### src/rtl/pc_sequencer.sv
// Program-counter sequencer: variable-length increment, signed relative branch with
// page-cross pulse, absolute jump, and an internal LIFO return stack for call/return.
module pc_sequencer #(
    parameter int unsigned          ADDR_W      = 16,
    parameter int unsigned          OFFS_W      = 8,
    parameter int unsigned          STACK_DEPTH = 4,
    parameter logic [ADDR_W-1:0]    RESET_ADDR  = '0
) (
    input  logic                               clk,
    input  logic                               rst,
    input  logic                               en,
    input  logic [2:0]                         op,
    input  logic [1:0]                         inc_len,
    input  logic [OFFS_W-1:0]                  branch_off,
    input  logic [ADDR_W-1:0]                  jump_addr,
    input  logic                               err_clr,
    output logic [ADDR_W-1:0]                  addr,
    output logic                               page_cross,
    output logic [$clog2(STACK_DEPTH+1)-1:0]   stk_count,
    output logic                               stk_full,
    output logic                               stk_empty,
    output logic                               stk_ovf,
    output logic                               stk_unf
);

    localparam int unsigned CNT_W = $clog2(STACK_DEPTH + 1);
    localparam int unsigned IDX_W = (STACK_DEPTH > 1) ? $clog2(STACK_DEPTH) : 1;

    typedef enum logic [2:0] {
        OP_HOLD   = 3'b000,
        OP_INC    = 3'b001,
        OP_BRANCH = 3'b010,
        OP_JUMP   = 3'b011,
        OP_CALL   = 3'b100,
        OP_RET    = 3'b101
    } op_e;

    logic [ADDR_W-1:0] addr_q,       addr_d;
    logic              page_cross_q, page_cross_d;
    logic [CNT_W-1:0]  stk_count_q,  stk_count_d;
    logic              stk_ovf_q,    stk_ovf_d;
    logic              stk_unf_q,    stk_unf_d;
    logic [ADDR_W-1:0] stack_q [STACK_DEPTH];
    logic [ADDR_W-1:0] stack_d [STACK_DEPTH];

    logic [ADDR_W-1:0] step_addr;
    logic [ADDR_W-1:0] branch_addr;
    logic [IDX_W-1:0]  push_idx;
    logic [IDX_W-1:0]  top_idx;
    logic              full_c;
    logic              empty_c;

    // Stack status decoded directly from the entry count.
    assign full_c    = (stk_count_q == CNT_W'(STACK_DEPTH));
    assign empty_c   = (stk_count_q == CNT_W'(0));
    assign push_idx  = IDX_W'(stk_count_q);
    assign top_idx   = IDX_W'(stk_count_q - CNT_W'(1));

    // Candidate addresses; arithmetic wraps modulo 2^ADDR_W.
    assign step_addr   = addr_q + ADDR_W'(inc_len);
    assign branch_addr = addr_q + ADDR_W'($signed(branch_off));

    // Next-state decode for PC, stack and sticky error flags.
    always_comb begin
        addr_d       = addr_q;
        page_cross_d = 1'b0;
        stk_count_d  = stk_count_q;
        stk_ovf_d    = stk_ovf_q & ~err_clr;
        stk_unf_d    = stk_unf_q & ~err_clr;
        stack_d      = stack_q;

        if (en) begin
            case (op_e'(op))
                OP_INC: begin
                    addr_d = step_addr;
                end
                OP_BRANCH: begin
                    addr_d       = branch_addr;
                    page_cross_d = (branch_addr[ADDR_W-1:8] != addr_q[ADDR_W-1:8]);
                end
                OP_JUMP: begin
                    addr_d = jump_addr;
                end
                OP_CALL: begin
                    addr_d = jump_addr;
                    if (full_c) begin
                        stk_ovf_d = 1'b1;
                    end else begin
                        stack_d[push_idx] = step_addr;
                        stk_count_d       = stk_count_q + CNT_W'(1);
                    end
                end
                OP_RET: begin
                    if (empty_c) begin
                        stk_unf_d = 1'b1;
                    end else begin
                        addr_d      = stack_q[top_idx];
                        stk_count_d = stk_count_q - CNT_W'(1);
                    end
                end
                default: begin
                    addr_d = addr_q;
                end
            endcase
        end
    end

    // Control state with asynchronous reset.
    always_ff @(posedge clk or posedge rst) begin
        if (rst) begin
            addr_q       <= RESET_ADDR;
            page_cross_q <= 1'b0;
            stk_count_q  <= '0;
            stk_ovf_q    <= 1'b0;
            stk_unf_q    <= 1'b0;
        end else begin
            addr_q       <= addr_d;
            page_cross_q <= page_cross_d;
            stk_count_q  <= stk_count_d;
            stk_ovf_q    <= stk_ovf_d;
            stk_unf_q    <= stk_unf_d;
        end
    end

    // Return-stack storage; contents are meaningless after reset so no reset is needed.
    always_ff @(posedge clk) begin
        stack_q <= stack_d;
    end

    assign addr       = addr_q;
    assign page_cross = page_cross_q;
    assign stk_count  = stk_count_q;
    assign stk_full   = full_c;
    assign stk_empty  = empty_c;
    assign stk_ovf    = stk_ovf_q;
    assign stk_unf    = stk_unf_q;

endmodule
### config.mk
export PLATFORM = sky130hd
export DESIGN_NAME = pc_sequencer
export DESIGN_NICKNAME = d
export VERILOG_FILES = /design/src/rtl/pc_sequencer.sv
export SDC_FILE = /design/constraint.sdc
export NUM_CORES = 1
export LEC_CHECK = 0
export CAP_MARGIN = 20
export CORE_UTILIZATION = 40
export DETAILED_ROUTE_END_ITERATION = 8
export PLACE_DENSITY = 0.64
export SLEW_MARGIN = 30
export SYNTH_ARGS = -nofsm -noshare
export SYNTH_HDL_FRONTEND = slang
export SYNTH_SLANG_ARGS = --single-unit
### constraint.sdc
create_clock -name clk -period 2.9 [get_ports clk]
set_input_delay 0.435 -clock clk [delete_from_list [all_inputs] [get_ports clk]]
set_output_delay 0.435 -clock clk [all_outputs]
set_load 0.005 [all_outputs]
* Word level (Yosys, flattened, before mapping)
Cells that the tools add are included.
Cells by class: div/mod/pow operators 0, multiply operators 0, shift-type cells 0, mux-type cells 19, $add $sub $neg 4, equality and inequality tests 9, order comparisons 3, bitwise logic cells 6, reductions and logical operators 8
Operators with widths (number):
- $bwmux 64 | 1
- $mux 16 | 4
- $pmux 16 s4 | 1
- $bmux 16 s2 | 1
- $demux 16 s2 | 1
- $add 16x16->16 | 1
- $add 16x2->16 | 1
- $eq 3x3->1 const B | 3
- $mux 1 | 8
- $ne 8x8->1 | 1
- $eq 3x2->1 const B | 2
- $ge 3x3->1 const B | 2
- $mux 3 | 2
- $not 2->3 | 2
- $pmux 3 s2 | 1
- $reduce_and 3->1 | 2
- $ne 2x2->1 const B | 2
- $reduce_and 4->1 | 1
- $reduce_bool 4->1 | 1
- $add 3x1->3 const B | 1
- $eq 3x1->1 const B | 1
- $logic_not 3->1 | 1
- $lt 3x1->1 const B | 1
- $sub 3x1->3 const B | 1
- other kinds (5) | 7
Word-level totals: memories 0, bits in writable memories 0, output and inout port bits 24, word-level logic and storage cells 58, bits in latches 0, flip-flop bits (word level) 86, ROM bits 0, input bits 33

* Longest topological paths before layout
Gate-level depths: netlist (run 1).
word-level depth 7, mapped depth 13, gate-level depth less buffers 11

* Worst setup path after synthesis (run 1)
OpenSTA, ideal clock, no wires.
path type register to register, start reg stk_count_q[0] (netlist: stk_count[0]), end reg addr_q[13] (netlist: addr[13]), buffers on the path 4, arrival 2656 ps, slack 111 ps, required time 2767 ps, library setup time 133 ps, cell stages (with the launch flop) 12, clock period less this slack 2789 ps, cells stage by stage dfrtp_1 buf_2 buf_2 inv_1 ha_1 buf_2 buf_1 mux4_2 mux2i_1 o21ai_0 a221oi_1 a21oi_1
Between the ends: cells in the longest elaborated chain, start to end 7, elaborated cells between the ends (all ways) 10, classes of those cells add/sub (1); eq/ne (1); mux (5); bitwise (1); reduce/logical (2)
RTL lines:
- from (decl) | line 40 | logic [CNT_W-1:0] stk_count_q, stk_count_d;
- from (signal assigned) | line 119 | stk_count_q <= stk_count_d;
- $sub 3x1->3
- via top_idx[0] | line 49 | logic [IDX_W-1:0] top_idx;
- $not 2->3 (implied by the code) | line 97 | addr_d = stack_q[top_idx];
- $bmux 16 s2 | line 97
- $mux 16 (implied by the code) (2 in series) | line 97
- $mux 16 | line 94 | if (empty_c) begin
- $pmux 16 s4 | line 73 | case (op_e'(op))
- to (signal assigned) | line 117 | addr_q <= addr_d;
- to (decl) | line 38 | logic [ADDR_W-1:0] addr_q, addr_d;
The timed path passes the listed nets, and every way through them passes these cells. The select of a mux whose other input is x is not followed. A chain may end at the register's enable or synchronous reset.

* Worst setup path in the final report (run 1)
start in branch_off[0], end reg addr_q[14] (netlist: addr[14])
Between the ends: cells in the longest elaborated chain, start to end 2
RTL lines:
- from (decl) | line 14 | input logic [OFFS_W-1:0] branch_off,
- $add 16x16->16 | line 61 | assign branch_addr = addr_q + ADDR_W'($signed(branch_off));
- $pmux 16 s4 | line 73
Every way passes these cells.

==> impl_metrics.ini, run 1 <==
[run_status]
status = finished, final reports clean

[grt]
grt_pass1_vias = 4133
grt_overflow = 0
antenna_found_initial = 0
globalRouteTotalUtil_pct = 21.3
grt_max_degree = 33
grt_first_pass_wirelength_mm = 21.4

[worst_setup_path]
startpoint_type = input port
cp_max_fo = 3
r2r_start = addr[0]$_DFFE_PP0P_
crit_type = input port to flip-flop
cpPeakStageDelay_ps = 420
required_ps = 3130
cpMaxStageDelayCell = o41a_1
reg2reg_slack_ps = 270
path_cells = clkdlybuf4s50_1, ha_1, fa_1, a211oi_2, o21a_1, nor2_1, o41a_1, a21oi_1, xnor2_1, nor3_1, o21ai_1
endpoint_kind = flip-flop
critPathArrivalTime_ps = 2930
r2r_end = addr[14]$_DFFE_PP0P_
reg2regPathDepth = 10

[route]
ant_nets = 0
routed_wirelength_mm = 13.5
dr.pass1.iters = 4
vias_per_cell = 5.49
drt_iter0_drc = 395
vias = 4191
wl_per_cell_um = 17.7
drc = 0

[placement]
place_ws_ps = -171
hpwl_mm = 10.2
place_area_um2 = 6440
gp_congestion = 0.960
io_buffers = 56

[pwr]
pwr-share-comb_pct = 52.0
peakVddDrop_uv = 348
swShare_pct = 37.2
p_leak_nw = 2.62
p_int_w = 0.00387
power_frac_seq_pct = 28.4
pwr-share-clk_pct = 19.7
powerDensity_nw_per_um2 = 908
power.switching_w = 0.00229

[yosys]
ys_seq_elements = 86
ys.warnings.count = 0
syn_area_um2 = 5250
ys_seq_area_share_pct = 47.1
avgSynthCellArea_um2 = 11.1
syn_nets = 532
async_flop_share_pct = 25.6
synth_edf_count = 64
synth.distinct_cells = 56
synthCells = 474
ys.flop_type = edfxtp_1

[clocking]
htreeDepth = 3
cts_sinks = 86
cts_root_buffer = clkbuf_16
numCtsBuffers = 9
clkLatencyLatePin_ps = 340
clk_pin_slew_worst_paths_ps = 70
cts_buffer_depth = 2
cts_tree = done

[floorplan]
ios = 57
core_area_um2 = 12700
start_util_pct = 41.2
num_rows = 41
design.die.area_um2 = 13600
dieWidth_um = 117
fp.dieH_um = 117

[sta]
setup_violations = 0
finalHoldViolCount = 0
period_needed_ps = 2700
tightestPinTransition_ps = 688
clock.fmax_ghz = 0.370
fin_ws_ps = 198
relSlewSlack_pct = 54.0
finalClockSkew_ps = 8.83
finalSetupTns_ps = 0
maxSlewViolCount = 0
fin_crit_sh_pct = 93.2

[final_layout]
nNetsFinal = 645
finish.utilization_pct = 53.3
diodes = 0
drive_gt1_share_pct = 19.3
design_area_um2 = 6780
area_growth_syn_to_layout_pct = 29.1

[run]
cap_violations = 0

[min_path]
hold_class = input port to asynchronous set/reset pin
==> through the flow <==
| stage | std cells | hold slack (ps) | total power (W) |
|---|---|---|---|
| floorplan | 474 | 424 | 0.00364 |
| global placement | 747 | 524 | 0.00489 |
| detailed placement | 747 | 534 | 0.00494 |
| CTS | 763 | 490 | 0.00617 |
| global route | 764 | 501 | 0.00656 |
| finish | 764 | 435 | 0.00615 |
==> cell usage after synthesis (9+ instances only) <==
cell type  instances  area share [%]
edfxtp_1          64              37
nand2_1           34             2.4
nor2_1            33             2.4
a21oi_1           28             2.7
ha_1              23             5.5
dfrtp_1           22              10
inv_1             22             1.6
o21ai_1           22             2.1
xnor2_1           21             3.5
clkbuf_1          18             1.3
mux2i_1           18             3.4
mux4_2            16             6.9
xor2_1            13             2.2
nand3_1           12             1.1
nor3_1            11             1.0
a211oi_1          10             1.4
o21ai_0            9            0.86
==> flip-flops by register name (all words and copies together), names as in the netlist <==
register    flops
stack_q        64
addr           16
stk_count       3
page_cross      1
stk_ovf         1
stk_unf         1
==> routing by layer <==
| layer | GRT usage (%) | part of all wire [%] | up-vias |
|---|---|---|---|
| met1 | 28.3 | 45 | 2011 |
| met3 | 2.39 | 4.5 | 22 |
| met2 | 34.7 | 48 | 131 |
| met5 | 0 | 0 | - |
| li1 | - | - | 2027 |
| met4 | 10.6 | 2.5 | 0 |
==> cell families after synthesis <==
| family | synth area share (%) |
|---|---|
| AOI/OAI and AO/OA | 16.2 |
| and+or+nand+nor | 10.9 |
| DFF | 47.1 |
| buffers and inverters | 3.53 |
| xor gates and xnor gates | 5.67 |
| muxes | 10.3 |
| adders and majority gates | 6.25 |
==> area by class of cell <==
class,count,area (um2)
multi-input combinational,340,2600
inverter,23,86.3
sequential,86,2470
tap,172,215
fill,1149,5950
clock buffer,9,225
timing repair buffer,127,1090
clock inverter,7,91.3
==> power by group through the flow <==
stage	clock, W	combinational (W)	sequential (W)
floorplan	0	0.00188	0.00176
global placement	0	0.00312	0.00176
detailed placement	0	0.00317	0.00177
CTS	0.00123	0.00319	0.00174
global route	0.00127	0.00352	0.00176
finish	0.00121	0.00320	0.00175
==> how the worst max path moves through the flow <==
stage	to	slack (ps)	from
final	addr[14]$_DFFE_PP0P_	200	branch_off[0]
after global routing	addr[14]$_DFFE_PP0P_	-20	branch_off[0]
after CTS	addr[14]$_DFFE_PP0P_	180	branch_off[0]
after detailed placement	addr[14]$_DFFE_PP0P_	-170	branch_off[0]
after global placement	addr[14]$_DFFE_PP0P_	-190	branch_off[0]
after floorplan	addr[13]$_DFFE_PP0P_	110	stk_count[0]$_DFFE_PP0P_
==> critical path, delay by kind of cell <==
kind,cells,cell delay (ps)
AOI/OAI and AO/OA,5,1160
adders and majority gates,2,640
buffers and inverters,1,400
and+or+nand+nor,2,210
xor gates and xnor gates,1,80
==> placed cells by master (no fill, tap or decap), drive strengths merged, types with 2 or more instances in the layout <==
cell | Yosys | final
buf | 7 | 72
edfxtp | 64 | 64
clkdlybuf4s50 | 0 | 55
nand2 | 34 | 34
nor2 | 33 | 33
o21ai | 31 | 31
a21oi | 29 | 29
inv | 23 | 26
ha | 23 | 23
dfrtp | 22 | 22
xnor2 | 21 | 21
mux2i | 18 | 18
mux4 | 16 | 16
nor3 | 14 | 14
xor2 | 13 | 13
nand3 | 12 | 12
a211oi | 11 | 11
clkbuf | 18 | 9
nand2b | 7 | 7
o21a | 6 | 6
a221oi | 6 | 6
nor2b | 5 | 5
o221ai | 5 | 5
o22ai | 5 | 5
and2 | 5 | 5
o22a | 4 | 4
a31oi | 4 | 4
nand4 | 3 | 3
a21o | 3 | 3
o21bai | 3 | 3
o2bb2ai | 3 | 3
and4 | 2 | 2
a211o | 2 | 2
a32oi | 2 | 2
a2111oi | 2 | 2
o211ai | 2 | 2
fa | 2 | 2
a21boi | 2 | 2
clkinv | 0 | 2
==> repair_timing <==
| action | in CTS | in global routing |
|---|---|---|
| setup buffers | 0 | 1 |
| hold buffers | 0 | 0 |
| resized for setup | 0 | 1 |
| setup endpoints to repair | 0 | 2 |
Power figures use the tool's default switching activity.
==> run 2: changes to the inputs <==
--- a/config.mk
+++ b/config.mk
@@ -8,7 +8,7 @@
 export CAP_MARGIN = 20
 export CORE_UTILIZATION = 40
 export DETAILED_ROUTE_END_ITERATION = 8
-export PLACE_DENSITY = 0.64
+export PLACE_DENSITY = 0.62
 export SLEW_MARGIN = 30
 export SYNTH_ARGS = -nofsm -noshare
 export SYNTH_HDL_FRONTEND = slang
==> constraint.sdc (replaced) <==
create_clock -name clk -period 2.5 [get_ports clk]
set_input_delay 0.375 -clock clk [delete_from_list [all_inputs] [get_ports clk]]
set_output_delay 0.375 -clock clk [all_outputs]
set_load 0.005 [all_outputs]
==> impl_metrics.ini, run 2 (synthesized netlist as in run 1, its figures left out) <==
[grt]
grt_max_degree = 32
grt_pass1_vias = 4249
antenna_found_initial = 0
grt_overflow = 0
grt_first_pass_wirelength_mm = 22.4
globalRouteTotalUtil_pct = 22.2

[route]
vias_per_cell = 5.41
routed_wirelength_mm = 14.3
wl_per_cell_um = 17.9
dr.pass1.iters = 5
ant_nets = 0
drc = 0
vias = 4326
drt_iter0_drc = 209

[sta]
period_needed_ps = 2520
relSlewSlack_pct = 61.5
rsz0062_at_grt = true
finalSetupTns_ps = -15.7
finalHoldViolCount = 0
maxSlewViolCount = 0
setup_violations = 1
fin_ws_ps = -15.7
tightestPinTransition_ps = 575
fin_crit_sh_pct = 101
clock.fmax_ghz = 0.398
finalClockSkew_ps = 5.33

[run]
cap_violations = 0

[placement]
io_buffers = 56
gp_congestion = 0.927
hpwl_mm = 10.8

[worst_setup_path]
startpoint_type = flip-flop
crit_type = flip-flop to flip-flop
cp_max_fo = 2
critPathArrivalTime_ps = 2740
reg2reg_slack_ps = -20
required_ps = 2730
endpoint_kind = flip-flop

[floorplan]
fp.dieH_um = 117
ios = 57
num_rows = 41
core_area_um2 = 12700
dieWidth_um = 117
design.die.area_um2 = 13600
start_util_pct = 41.2

[pwr]
p_leak_nw = 2.90
powerDensity_nw_per_um2 = 1070
peakVddDrop_uv = 342
power_w = 0.00785

[clocking]
clkLatencyLatePin_ps = 340
clk_pin_slew_worst_paths_ps = 70
cts_sinks = 86
cts_root_buffer = clkbuf_16
htreeDepth = 3
hold_buffers = 0
cts_tree = done
numCtsBuffers = 9
cts_buffer_depth = 2

[final_layout]
regArea_um2 = 2470
diodes = 0
final_common_cell = buf_4
fill_cells = 1126
final_cell_mix = buf_4, edfxtp_1, clkdlybuf4s50_1
regMostFlops = stack_q
largest_reg_flops = 64
multiInputGateArea_um2 = 2850
nNetsFinal = 680
area_growth_syn_to_layout_pct = 40.4
drive_gt1_share_pct = 30.0

[min_path]
hold_class = input port to asynchronous set/reset pin

[run_status]
status = complete, but fails checks
violations = negative setup slack
-- run 2: what timing repair did --
item	in CTS	in global routing
gates resized for setup	30	27
setup buffers	7	4
endpoints found under the setup margin	8	23
pin swaps	17	21
-- run 2: worst max-delay path, stage by stage (launching register included) --
cell and delay (ps):
dfrtp_1 440, ha_4 190, fa_2 350, a211oi_2 240, o21a_1 200, nor2_2 70, o41a_1 420, a21oi_2 180
xnor2_1 90, nor3_1 130, o21ai_1 90
-- run 2: through the flow --
| step | util [%] | setup slack, ps | hold WS [ps] | instance area [um2] | cells |
|---|---|---|---|---|---|
| finish | 57.9 | -15.7 | 375 | 7370 | 799 |
| global route | 57.9 | -114 | 411 | 7370 | 799 |
| CTS | 56.7 | -66.8 | 379 | 7210 | 796 |
| detailed placement | 52.6 | -585 | 531 | 6700 | 773 |
| global placement | 52.6 | -524 | 523 | 6700 | 773 |
| floorplan | - | 21.9 | 364 | 5260 | 474 |
-- run 2: worst paths after layout --
path | start | to | cells after the start
worst min register to register | stk_unf$_DFF_PP0_ | stk_unf$_DFF_PP0_ | 2
worst min-delay path | rst | stk_ovf$_DFF_PP0_ | 3
min in group clk | inc_len[0] | stack_q[32]$_DFFE_PP_ | 2
worst max register to register | addr[0]$_DFFE_PP0P_ | addr[14]$_DFFE_PP0P_ | 10
max in group asynchronous | rst | addr[5]$_DFFE_PP0P_ | 3
worst max-delay path | addr[0]$_DFFE_PP0P_ | addr[14]$_DFFE_PP0P_ | 10
-- run 2: routing by layer --
metal	wire length, um	share of wire [%]	track usage [%]	vias to the layer above
met1	6450	45	29.9	2104
met3	584	4.1	2.96	19
met2	7050	49	37.5	111
met4	238	1.7	6.67	0
li1	-	-	-	2092
met5	0	0	0	-
-- run 2: layout make-up --
class	count	area share [%]
clock buffers	9	3.06
clock inverters	7	1.39
inverters	23	1.17
multi-input cells	340	38.7
flip-flops and latches	86	33.6
well taps	172	2.92
repair buffers	162	19.2
-- run 2: report_power, final --
group          internal, W  total (W)  switching, W
sequential         0.00184    0.00196      0.000119
combinational      0.00222    0.00441       0.00219
clock             0.000891    0.00147      0.000583
total              0.00496    0.00785       0.00289
==> run 3: changes to the inputs <==
--- a/config.mk
+++ b/config.mk
@@ -8,7 +8,7 @@
 export CAP_MARGIN = 20
 export CORE_UTILIZATION = 40
 export DETAILED_ROUTE_END_ITERATION = 8
-export PLACE_DENSITY = 0.62
+export PLACE_DENSITY = 0.64
 export SLEW_MARGIN = 30
 export SYNTH_ARGS = -nofsm -noshare
 export SYNTH_HDL_FRONTEND = slang
==> constraint.sdc (replaced) <==
create_clock -name clk -period 2.15 [get_ports clk]
set_input_delay 0.3225 -clock clk [delete_from_list [all_inputs] [get_ports clk]]
set_output_delay 0.3225 -clock clk [all_outputs]
set_load 0.005 [all_outputs]
==> impl_metrics.ini, run 3 (synthesized netlist as in run 1, its figures left out) <==
[final_layout]
largest_reg_flops = 64
final_common_cell = buf_4
area_growth_syn_to_layout_pct = 45.9
multiInputGateArea_um2 = 3030
design_area_um2 = 7650
nNetsFinal = 700
final_cells = 819
final_cell_mix = buf_4, edfxtp_1, clkdlybuf4s50_1
fill_cells = 1076
regArea_um2 = 2470
drive_gt1_share_pct = 35.9
regMostFlops = stack_q
diodes = 0

[placement]
gp_congestion = 0.900
io_buffers = 56
place_area_um2 = 6990
hpwl_mm = 11.1
dp.cells = 795

[floorplan]
design.die.area_um2 = 13600
start_util_pct = 41.2
core_area_um2 = 12700
num_rows = 41
fp.dieH_um = 117
dieWidth_um = 117
ios = 57

[clocking]
cts_tree = done
cts_root_buffer = clkbuf_16
clk_pin_slew_worst_paths_ps = 70
hold_buffers = 0
cts_sinks = 86
numCtsBuffers = 9
cts_buffer_depth = 2
clkLatencyLatePin_ps = 340
htreeDepth = 3

[worst_setup_path]
cp_max_fo = 3
critPathArrivalTime_ps = 2730
required_ps = 2410
cpMaxStageDelayCell = dfrtp_1
path_common_cell = a21oi_1
r2r_end = addr[10]$_DFFE_PP0P_
cpPeakStageDelay_ps = 360
path_cells = buf_4, ha_2, inv_1, fa_2, and4b_2, and4_4, nand3_2, xnor2_4, nand2_1, o21ai_1, a21oi_1, a21oi_1
endpoint_kind = flip-flop
crit_type = flip-flop to flip-flop
r2r_start = addr[0]$_DFFE_PP0P_
startpoint_type = flip-flop
cpLargestDelayFamily = simple AND/OR/NAND/NOR gates
reg2reg_slack_ps = -320
critPathBufInv = 2
reg2regPathDepth = 12

[route]
drc = 0
drt_iter0_drc = 273
vias = 4438
routed_wirelength_mm = 14.7
vias_per_cell = 5.42
wl_per_cell_um = 18.0
dr.pass1.iters = 5
ant_nets = 0

[pwr]
power_w = 0.00940
powerDensity_nw_per_um2 = 1230
peakVddDrop_uv = 811
p_leak_nw = 2.99

[grt]
grt_max_degree = 37
grt_overflow = 0
grt_pass1_vias = 4405
grt_first_pass_wirelength_mm = 23.1
antenna_found_initial = 0
globalRouteTotalUtil_pct = 23.0

[sta]
maxSlewViolCount = 0
finalHoldViolCount = 0
rsz0062_at_grt = true
period_needed_ps = 2470
relSlewSlack_pct = 71.8
fin_crit_sh_pct = 115
clock.fmax_ghz = 0.406
tightestPinTransition_ps = 421
setup_violations = 29
finalClockSkew_ps = 6.92
fin_ws_ps = -315

[min_path]
hold_class = input port to asynchronous set/reset pin

[run_status]
violations = negative setup slack
status = complete, but fails checks

[run]
cap_violations = 0
-- run 3: routing by layer --
metal | wire (um) | share of wire, % | track usage (%)
met5 | 0 | 0 | 0
met3 | 527 | 3.6 | 1.76
met1 | 6630 | 45 | 31.6
met2 | 7290 | 49 | 38.1
met4 | 294 | 2.0 | 8.78
-- run 3: layout make-up --
type	count	share of cell area (%)
multi-input cells	340	39.6
flip-flops and latches	86	32.3
repair buffers	182	20.3
clock buffers	9	2.94
well taps	172	2.81
inverters	23	1.13
clock inverters	7	0.948
-- run 3: how the worst max path moves through the flow --
stage                   startpoint                   end  slack, ps  cells past startpoint
2_1_floorplan  addr[0]$_DFFE_PP0P_  addr[14]$_DFFE_PP0P_       -220                     10
3_3_place_gp         branch_off[7]  addr[13]$_DFFE_PP0P_       -770                     10
3_5_place_dp         branch_off[0]  addr[14]$_DFFE_PP0P_       -790                     12
4_1_cts        addr[0]$_DFFE_PP0P_  addr[10]$_DFFE_PP0P_       -320                     12
5_1_grt        addr[0]$_DFFE_PP0P_  addr[14]$_DFFE_PP0P_       -460                     11
6_report       addr[0]$_DFFE_PP0P_  addr[10]$_DFFE_PP0P_       -320                     12
-- run 3: stage by stage --
| step | worst slack [ps] | utilization [%] | setup TNS (ps) | hold slack [ps] |
|---|---|---|---|---|
| after floorplan | -221 | - | -815 | 312 |
| after global placement | -770 | 55.0 | -19290 | 519 |
| after detailed placement | -786 | 55.0 | -19590 | 531 |
| after CTS | -315 | 58.8 | -5050 | 337 |
| after global routing | -456 | 60.2 | -9280 | 382 |
| final | -315 | 60.2 | -6280 | 324 |
-- run 3: tightest hold or removal path, delay by kind of cell --
kind	cells	cell delay (ps)
buffers and inverters	3	730
-- run 3: power by group --
part	leakage (nW)	switching [W]	internal, W
combinational	2.01	0.00267	0.00289
clock	0.144	0.000653	0.000904
sequential	0.844	0.000138	0.00215
-- run 3: repair_timing --
item                                    CTS  global route
gates resized for setup                  33            25
pin swaps                                26            19
endpoints found under the setup margin   28            47
buffers inserted                          5             6
